$ cat src/rtl/digit_sequence_reader.sv
// digit_sequence_reader: plays a stored digit sequence from RAM, then checks the player's keypad entries against it.
module digit_sequence_reader #(
  parameter int ADDR_WIDTH = 4
) (
  input  logic                  clk,
  input  logic                  rst,
  input  logic                  seq_start,
  input  logic [ADDR_WIDTH-1:0] seq_len,
  input  logic                  show_pulse,
  input  logic [3:0]            player_digit,
  input  logic                  player_enter,
  input  logic                  timeout,
  output logic [ADDR_WIDTH-1:0] ram_addr,
  input  logic [3:0]            ram_rd_data,
  output logic [3:0]            disp_digit,
  output logic [3:0]            echo_digit,
  output logic                  busy,
  output logic                  done,
  output logic                  seq_pass,
  output logic                  seq_fail,
  output logic [ADDR_WIDTH-1:0] fail_index
);
  typedef enum logic [2:0] {IDLE, SHOW_RD, SHOW_HOLD, IN_RD, IN_WAIT, RESULT} state_t;
  state_t state;
  logic [ADDR_WIDTH-1:0] idx, len;
  logic [3:0] exp_digit;
  logic rw, last;
  assign last = idx == len - 1'b1;
  // RAM data is sampled on the second edge after the address changes (rw counts the first)
  always_ff @(posedge clk or negedge rst) begin
    if (!rst) begin
      state <= IDLE;
      idx <= '0;
      len <= '0;
      rw <= 1'b0;
      exp_digit <= '0;
      ram_addr <= '0;
      disp_digit <= 4'hF;
      echo_digit <= 4'hF;
      busy <= 1'b0;
      done <= 1'b0;
      seq_pass <= 1'b0;
      seq_fail <= 1'b0;
      fail_index <= '0;
    end else begin
      done <= 1'b0;
      case (state)
        IDLE: if (seq_start) begin
          seq_fail <= 1'b0;
          fail_index <= '0;
          len <= seq_len;
          idx <= '0;
          ram_addr <= '0;
          rw <= 1'b0;
          busy <= 1'b1;
          seq_pass <= seq_len == '0;
          done <= seq_len == '0;
          state <= seq_len == '0 ? RESULT : SHOW_RD;
        end
        SHOW_RD: begin
          rw <= ~rw;
          if (rw) begin
            disp_digit <= ram_rd_data;
            state <= SHOW_HOLD;
          end
        end
        SHOW_HOLD: if (show_pulse) begin
          rw <= 1'b0;
          idx <= last ? '0 : idx + 1'b1;
          ram_addr <= last ? '0 : ram_addr + 1'b1;
          disp_digit <= last ? 4'hF : disp_digit;
          state <= last ? IN_RD : SHOW_RD;
        end
        IN_RD: begin
          if (timeout) begin
            seq_fail <= 1'b1;
            fail_index <= idx;
            done <= 1'b1;
            state <= RESULT;
          end else begin
            rw <= ~rw;
            if (rw) begin
              exp_digit <= ram_rd_data;
              state <= IN_WAIT;
            end
          end
        end
        IN_WAIT: begin
          if (timeout) begin
            seq_fail <= 1'b1;
            fail_index <= idx;
            done <= 1'b1;
            state <= RESULT;
          end else if (player_enter) begin
            echo_digit <= player_digit;
            if (player_digit != exp_digit) begin
              seq_fail <= 1'b1;
              fail_index <= idx;
              done <= 1'b1;
              state <= RESULT;
            end else if (last) begin
              seq_pass <= 1'b1;
              done <= 1'b1;
              state <= RESULT;
            end else begin
              idx <= idx + 1'b1;
              ram_addr <= ram_addr + 1'b1;
              rw <= 1'b0;
              state <= IN_RD;
            end
          end
        end
        RESULT: begin
          busy <= 1'b0;
          state <= IDLE;
        end
        default: state <= IDLE;
      endcase
    end
  end
endmodule

$ cat config.mk
export PLATFORM = sky130hd
export DESIGN_NAME = digit_sequence_reader
export DESIGN_NICKNAME = d
export VERILOG_FILES = /design/src/rtl/digit_sequence_reader.sv
export SDC_FILE = /design/constraint.sdc
export NUM_CORES = 1
export LEC_CHECK = 0
export ABC_AREA = 1
export CORE_AREA = 4 4 74 76
export CTS_CLUSTER_SIZE = 25
export DETAILED_ROUTE_END_ITERATION = 7
export DIE_AREA = 0 0 78 80
export GPL_ROUTABILITY_DRIVEN = 0
export PLACE_DENSITY = 0.69
export SYNTH_ARGS = -nofsm -noshare
export SYNTH_HDL_FRONTEND = slang
export SYNTH_SLANG_ARGS = --single-unit
$ cat constraint.sdc
create_clock -name clk -period 2.2 [get_ports clk]
set_input_delay 0.55 -clock clk [delete_from_list [all_inputs] [get_ports clk]]
set_output_delay 0.55 -clock clk [all_outputs]
set_load 0.01 [all_outputs]
==> results.txt, run 1 <==
----------------------------------------------------
[Setup path]
  Critical R2R Launch ... len[0]
  Maximum fanout along the worst path ... 2
  Kind of start point of the critical path ... register
  Sequence of cells on the critical path ... clkdlybuf4s50_1
  Number of cells traversed by the worst register-to-register path ... 9
  Family with the most delay on the worst path ... flip-flops
  CP max-delay cell ... sky130_fd_sc_hd__dfstp_2
  Number of buffer and inverter instances along the worst setup path ... 1
  Max stage delay on crit path ... 0.53 ns
  Levels on crit path ... 1
  Data required time at the worst endpoint ... 1.65 ns
  Data arrival time of the worst path ... 1.34 ns
  Kind of end point of the critical path ... output pin
  Critical path start-end classification ... register to output pin
  Worst setup path startpoint ... disp_digit[1]

[CTS]
  Worst-skew pair later-pin latency ... 0.29 ns
  Buffer type at the clock tree root ... sky130_fd_sc_hd__clkbuf_8
  Clock tree from TritonCTS ... built
  Clock-pin slew on the worst setup and hold paths ... 0.07 ns
  Clock sink count ... 36
  H-tree levels ... 2
  Number of clock buffers inserted by TritonCTS ... 5
  Count of buffers added by post-CTS timing repair for setup ... 0
  Post-cts gate resize count ... 0
  Clk buf depth ... 2
  CTS Hold Buffers Added ... 0

[GRT]
  Total GRT Usage ... 17.03%
  Met3 routing resource usage after global routing ... 3.950%
  Maximum number of pins on one net before global-route repair ... 37
  Met1 track demand over resource ... 23.67%
  Most heavily used metal layer in global routing ... met2
  Vias in the first global route ... 1858
  Met2 global-route usage ... 25.26%
  Congestion Overflow GR ... 0
  First-pass GRT wire length ... 8452 um
  Initial antenna violation count ... 0

[Timing]
  Setup repair after global routing missed its margin ... false
  Fin Setup TNS ... 0 ns
  Peak Freq ... 528.7 MHz
  Final critical delay including setup and external delays ... 1.891 ns
  Post-Route Skew ... 0.008353 ns
  Setup violation total in the final timing report ... 0
  Relative slew slack ... 47.34%
  Least-Margin Pin Slew ... 0.7899 ns
  Count of final max-slew check failures ... 0
  Smallest setup slack after layout ... 0.3086 ns
  Post-Route Hold Slack ... 0.3398 ns
  Final worst path period share ... 85.97%
  Final-report hold violation count ... 0

[Yosys]
  Register area share after synthesis ... 42.92%
  Post-synth top flop ... sky130_fd_sc_hd__dfrtp_1
  Total nets after synthesis ... 320
  Synthesized cell area ... 0.002122 mm2
  Gate count of the mapped netlist ... 299
  Post-synth cell types ... 30
  Most instantiated cells after synthesis ... 128 x sky130_fd_sc_hd__nand2_1, 30 x sky130_fd_sc_hd__inv_1, 28 x sky130_fd_sc_hd__dfrtp_1
  Leading area contributor after synthesis ... sky130_fd_sc_hd__dfrtp_1
  Async SR Flop Fraction ... 100.0%
  Ys Warns ... 0
  Share of the synthesized area in the top cell type ... 33.02%
  Post-synthesis average cell area ... 7.097 um2
  Count of flip-flops with a built-in enable after synthesis ... 0
  Most used standard cell by instance count after synthesis ... sky130_fd_sc_hd__nand2_1
  Top cells by area in the synthesized netlist ... sky130_fd_sc_hd__dfrtp_1 33%, sky130_fd_sc_hd__nand2_1 23%, sky130_fd_sc_hd__dfstp_2 9.9%
  Post-synthesis sequential element count ... 36

[Die]
  Die X-Extent ... 78 um
  Core Area ... 0.004723 mm2
  I/O pin total ... 38
  Die ar. ... 0.006240 mm2
  Die span in y ... 80 um
  Starting density of the core ... 44.93%
  Number of rows created at floorplan ... 25

[Cells and area]
  Count of filler cells inserted in the layout ... 461
  Layout cells sized above 1 ... 11.59%
  End-of-flow core utilization ... 56.40%
  Antenna Diode Count ... 0
  Growth of design area from synthesis to finish ... 25.53%
  NumNets Final ... 366

[Power and ir drop]
  Worst vdd ir ... 440.7 uV
  Leakage power of the design ... 1.403 nW
  Areal power density over the cells ... 1118 mW/mm2

[Routing]
  Number of iterations in the first detailed-routing pass ... 4
  Post-DR wirelength/cell ... 11.57 um
  1st-iter DRT viols ... 97
  Total Routed Length ... 4768 um
  Remaining routing DRC violations ... 0
  Average vias per placed instance ... 4.731
  Vias ... 1949
  Number of routed nets with antenna violations ... 0

[Min path]
  Class of the most critical hold timing path ... primary input to async pin

[Run]
  Number of max-cap violations ... 0

[Place]
  Detail Placement HPWL ... 3575 um
  Input/output buffers ... 37
  DP Worst Slack ... 0.04642 ns

[Outcome]
  Run status ... complete, no violations

----------------------------------------------------
[logic make-up after synthesis]
logic type,after synthesis,share of synthesized area [%]
XOR/XNOR,5,2.064
buffers and inverters,42,7.960
flip-flops,36,42.92
adder cells (fa/ha/maj),3,1.769
AND/OR/NAND/NOR,185,38.15
AO/OA/AOI/OAI,28,7.135
[metal layers]
layer | vias up | part of all wire, %
li1 | 1025 | -
met1 | 868 | 48
met2 | 49 | 44
met3 | 7 | 5.3
met4 | 0 | 2.1
met5 | - | 0
[worst paths after layout]
check	end	slack [ns]
max reg2reg	ram_addr[3]	0.35
min	ram_addr[0]	0.34
min reg2reg	disp_digit[0]	0.46
max in group asynchronous	exp_digit[1]	1.35
max	disp_digit[1]	0.31
min in group clk	disp_digit[0]	0.46
[report_power, final]
group          internal (mW)  switching, mW
clock                  0.218          0.215
sequential             0.905          0.154
combinational          0.584          0.903
total                   1.71           1.27
[cell usage in the layout (no fill, tap or decap), types with 3 or more instances in the layout]
master and instances:
sky130_fd_sc_hd__dfrtp_1 28, sky130_fd_sc_hd__nand3_1 27, sky130_fd_sc_hd__buf_4 5, sky130_fd_sc_hd__xor2_1 4, sky130_fd_sc_hd__clkdlybuf4s50_1 36, sky130_fd_sc_hd__nand2_2 3
sky130_fd_sc_hd__o21ai_0 13, sky130_fd_sc_hd__clkbuf_8 5, sky130_fd_sc_hd__nand4_1 3, sky130_fd_sc_hd__o21ai_1 11, sky130_fd_sc_hd__dfstp_2 8, sky130_fd_sc_hd__ha_1 3
sky130_fd_sc_hd__inv_1 30, sky130_fd_sc_hd__inv_2 7, sky130_fd_sc_hd__nor2_1 13, sky130_fd_sc_hd__nand2_1 128
[stage by stage]
stage,instance area [um2],power [mW],instances
after floorplan,2122,2.067,299
after global placement,2587,2.540,405
after detailed placement,2587,2.560,405
after CTS,2664,3.010,412
after global routing,2664,3.288,412
final,2664,2.979,412
[flip-flops by register name (all words and copies together), names as in the netlist]
signal and count:
ram_addr 4, busy 1, rw 1, state 3, idx 4, seq_fail 1, exp_digit 4, done 1
seq_pass 1, len 4, fail_index 4, disp_digit 4, echo_digit 4
[layout make-up]
cell class | instances | area [um2] | share of cell area, %
Multi-Input combinational cell | 221 | 1042 | 39.13
Sequential cell | 36 | 910.9 | 34.19
Timing Repair Buffer | 42 | 402.9 | 15.12
Inverter | 39 | 147.6 | 5.543
Tap cell | 67 | 83.83 | 3.147
Clock buffer | 7 | 76.32 | 2.865
Note: power is estimated with default switching activity, not from simulation.
==> inputs of run 2 (changes only) <==
--- a/config.mk
+++ b/config.mk
@@ -11,7 +11,7 @@
 export DETAILED_ROUTE_END_ITERATION = 7
 export DIE_AREA = 0 0 78 80
 export GPL_ROUTABILITY_DRIVEN = 0
-export PLACE_DENSITY = 0.69
+export PLACE_DENSITY = 0.7
 export SYNTH_ARGS = -nofsm -noshare
 export SYNTH_HDL_FRONTEND = slang
 export SYNTH_SLANG_ARGS = --single-unit
==> run 2 against run 1 <==
  * Worst hold slack better by 0.13 ns
  * First-iteration DRC count is 29% higher
  * Core utilization is 0.56 points higher
  * Critical path type unchanged
  * Critical endpoint is now disp_digit[2]
==> results.txt, run 2 (synthesized netlist as in run 1, its figures left out) <==
----------------------------------------------------
[Routing]
  Number of iterations in the first detailed-routing pass ... 4
  Total Routed Length ... 4733 um
  Remaining routing DRC violations ... 0
  1st-iter DRT viols ... 125
  Number of routed nets with antenna violations ... 0
  Vias ... 1958
  Post-DR wirelength/cell ... 11.43 um
  Average vias per placed instance ... 4.729

[Cells and area]
  FF/Latch Area ... 910.9 um2
  Antenna Diode Count ... 0
  Commonest non-fill, non-tap cell in the layout ... sky130_fd_sc_hd__nand2_1
  Count of filler cells inserted in the layout ... 457
  Leading cell types in the layout, fill and taps excluded ... 128 x sky130_fd_sc_hd__nand2_1, 37 x sky130_fd_sc_hd__clkdlybuf4s50_1, 30 x sky130_fd_sc_hd__inv_1
  NumNets Final ... 367
  Multi-input gate area in the final layout ... 0.001042 mm2
  Layout cells sized above 1 ... 11.82%
  Cell area after layout ... 0.002690 mm2
  Final Instance Count excl. Fillers ... 414
  Growth of design area from synthesis to finish ... 26.77%
  End-of-flow core utilization ... 56.95%

[Power and ir drop]
  Areal power density over the cells ... 1126 mW/mm2
  Part of the power in the clock network ... 15.7%
  Flop pwr share ... 35.0%
  Sw power ... 1.281 mW
  Sum of internal, switching and leakage power ... 3.028 mW
  Leakage power of the design ... 1.415 nW
  Cell-internal power ... 1.746 mW
  Switch share ... 42.32%
  Worst vdd ir ... 520.1 uV
  Portion of total power attributed to combinational logic ... 49.4%

[Setup path]
  Data arrival time of the worst path ... 1.35 ns
  Number of cells traversed by the worst register-to-register path ... 9
  CP max-delay cell ... sky130_fd_sc_hd__dfstp_2
  Critical path start-end classification ... register to output pin
  Critical register-to-register path endpoint ... ram_addr[2]
  Number of buffer and inverter instances along the worst setup path ... 1
  Critical R2R Launch ... len[0]
  Family with the most delay on the worst path ... flip-flops
  Maximum fanout along the worst path ... 2
  Data required time at the worst endpoint ... 1.65 ns
  Kind of start point of the critical path ... register
  Minimum setup slack among reg-to-reg paths ... 0.37 ns
  Sequence of cells on the critical path ... clkdlybuf4s50_1
  Kind of end point of the critical path ... output pin
  Max stage delay on crit path ... 0.54 ns

[Timing]
  Least-Margin Pin Slew ... 0.4452 ns
  Setup repair after global routing missed its margin ... false
  Final critical delay including setup and external delays ... 1.902 ns
  Smallest setup slack after layout ... 0.2982 ns
  Final worst path period share ... 86.44%
  Fin Setup TNS ... 0 ns
  Peak Freq ... 525.8 MHz
  Setup violation total in the final timing report ... 0
  Post-Route Hold Slack ... 0.4673 ns
  Post-Route Skew ... 0.006092 ns
  Count of final max-slew check failures ... 0
  Relative slew slack ... 70.32%
  Final-report hold violation count ... 0

[GRT]
  Vias in the first global route ... 1889
  Initial antenna violation count ... 0
  Congestion Overflow GR ... 0
  Maximum number of pins on one net before global-route repair ... 37
  First-pass GRT wire length ... 8376 um
  Total GRT Usage ... 16.81%

[CTS]
  Clock tree from TritonCTS ... built
  Number of clock buffers inserted by TritonCTS ... 5
  H-tree levels ... 2
  Clock sink count ... 36
  CTS Hold Buffers Added ... 0
  Buffer type at the clock tree root ... sky130_fd_sc_hd__clkbuf_8
  Count of buffers added by post-CTS timing repair for setup ... 0
  Clock-pin slew on the worst setup and hold paths ... 0.07 ns
  Clk buf depth ... 2
  Worst-skew pair later-pin latency ... 0.29 ns
  Post-cts gate resize count ... 0

[Die]
  Die span in y ... 80 um
  I/O pin total ... 38
  Core Area ... 0.004723 mm2
  Die X-Extent ... 78 um
  Die ar. ... 0.006240 mm2
  Number of rows created at floorplan ... 25
  Starting density of the core ... 44.93%

[Place]
  Post-place instance area ... 0.002600 mm2
  DP Worst Slack ... 0.05305 ns
  Detail Placement HPWL ... 3643 um
  Placed Instances ... 406
  Input/output buffers ... 37

[Min path]
  Min-Delay Startpoint ... disp_digit[1]
  Hold Path Sink ... disp_digit[1]
  Count of cells along the worst hold path ... 2
  Class of the most critical hold timing path ... register to register

[Run]
  Number of max-cap violations ... 0

[Outcome]
  Run status ... complete, no violations

----------------------------------------------------
-- run 2: cell count changes in the layout (fill, tap and decap cells not counted) --
cell and change:
sky130_fd_sc_hd__buf_2 -1, sky130_fd_sc_hd__buf_4 +1, sky130_fd_sc_hd__clkbuf_8 +1, sky130_fd_sc_hd__clkdlybuf4s50_1 +1
-- run 2: area by class of cell --
cell class,count,area share (%)
multi-input combinational,221,38.74
sequential,36,33.86
timing repair buffer,43,15.44
inverter,39,5.488
clock buffer,8,3.349
tap,67,3.116
-- run 2: power by group through the flow --
stage	clock (mW)	sequential [mW]	combinational, mW
finish	0.474	1.06	1.50
floorplan	0	1.09	0.979
CTS	0.487	1.06	1.51
global route	0.526	1.10	1.69
global placement	0	1.06	1.47
detailed placement	0	1.07	1.50
-- run 2: how the worst max path moves through the flow --
stage	startpoint	end	slack, ns	cells after the start
floorplan	len[0]	idx[0]	0.59	9
global placement	player_digit[1]	fail_index[1]	0.09	12
detailed placement	player_digit[0]	idx[3]	0.05	11
CTS	disp_digit[2]	disp_digit[2]	0.29	1
global route	player_digit[3]	ram_addr[3]	0.18	11
finish	disp_digit[2]	disp_digit[2]	0.30	1
-- run 2: routing by layer --
layer / global-route usage [%] / routed length (um)
met2: 26.63 / 2201
met4: 4.720 / 52
met3: 4.063 / 189
met1: 22.89 / 2289
met5: 0 / 0
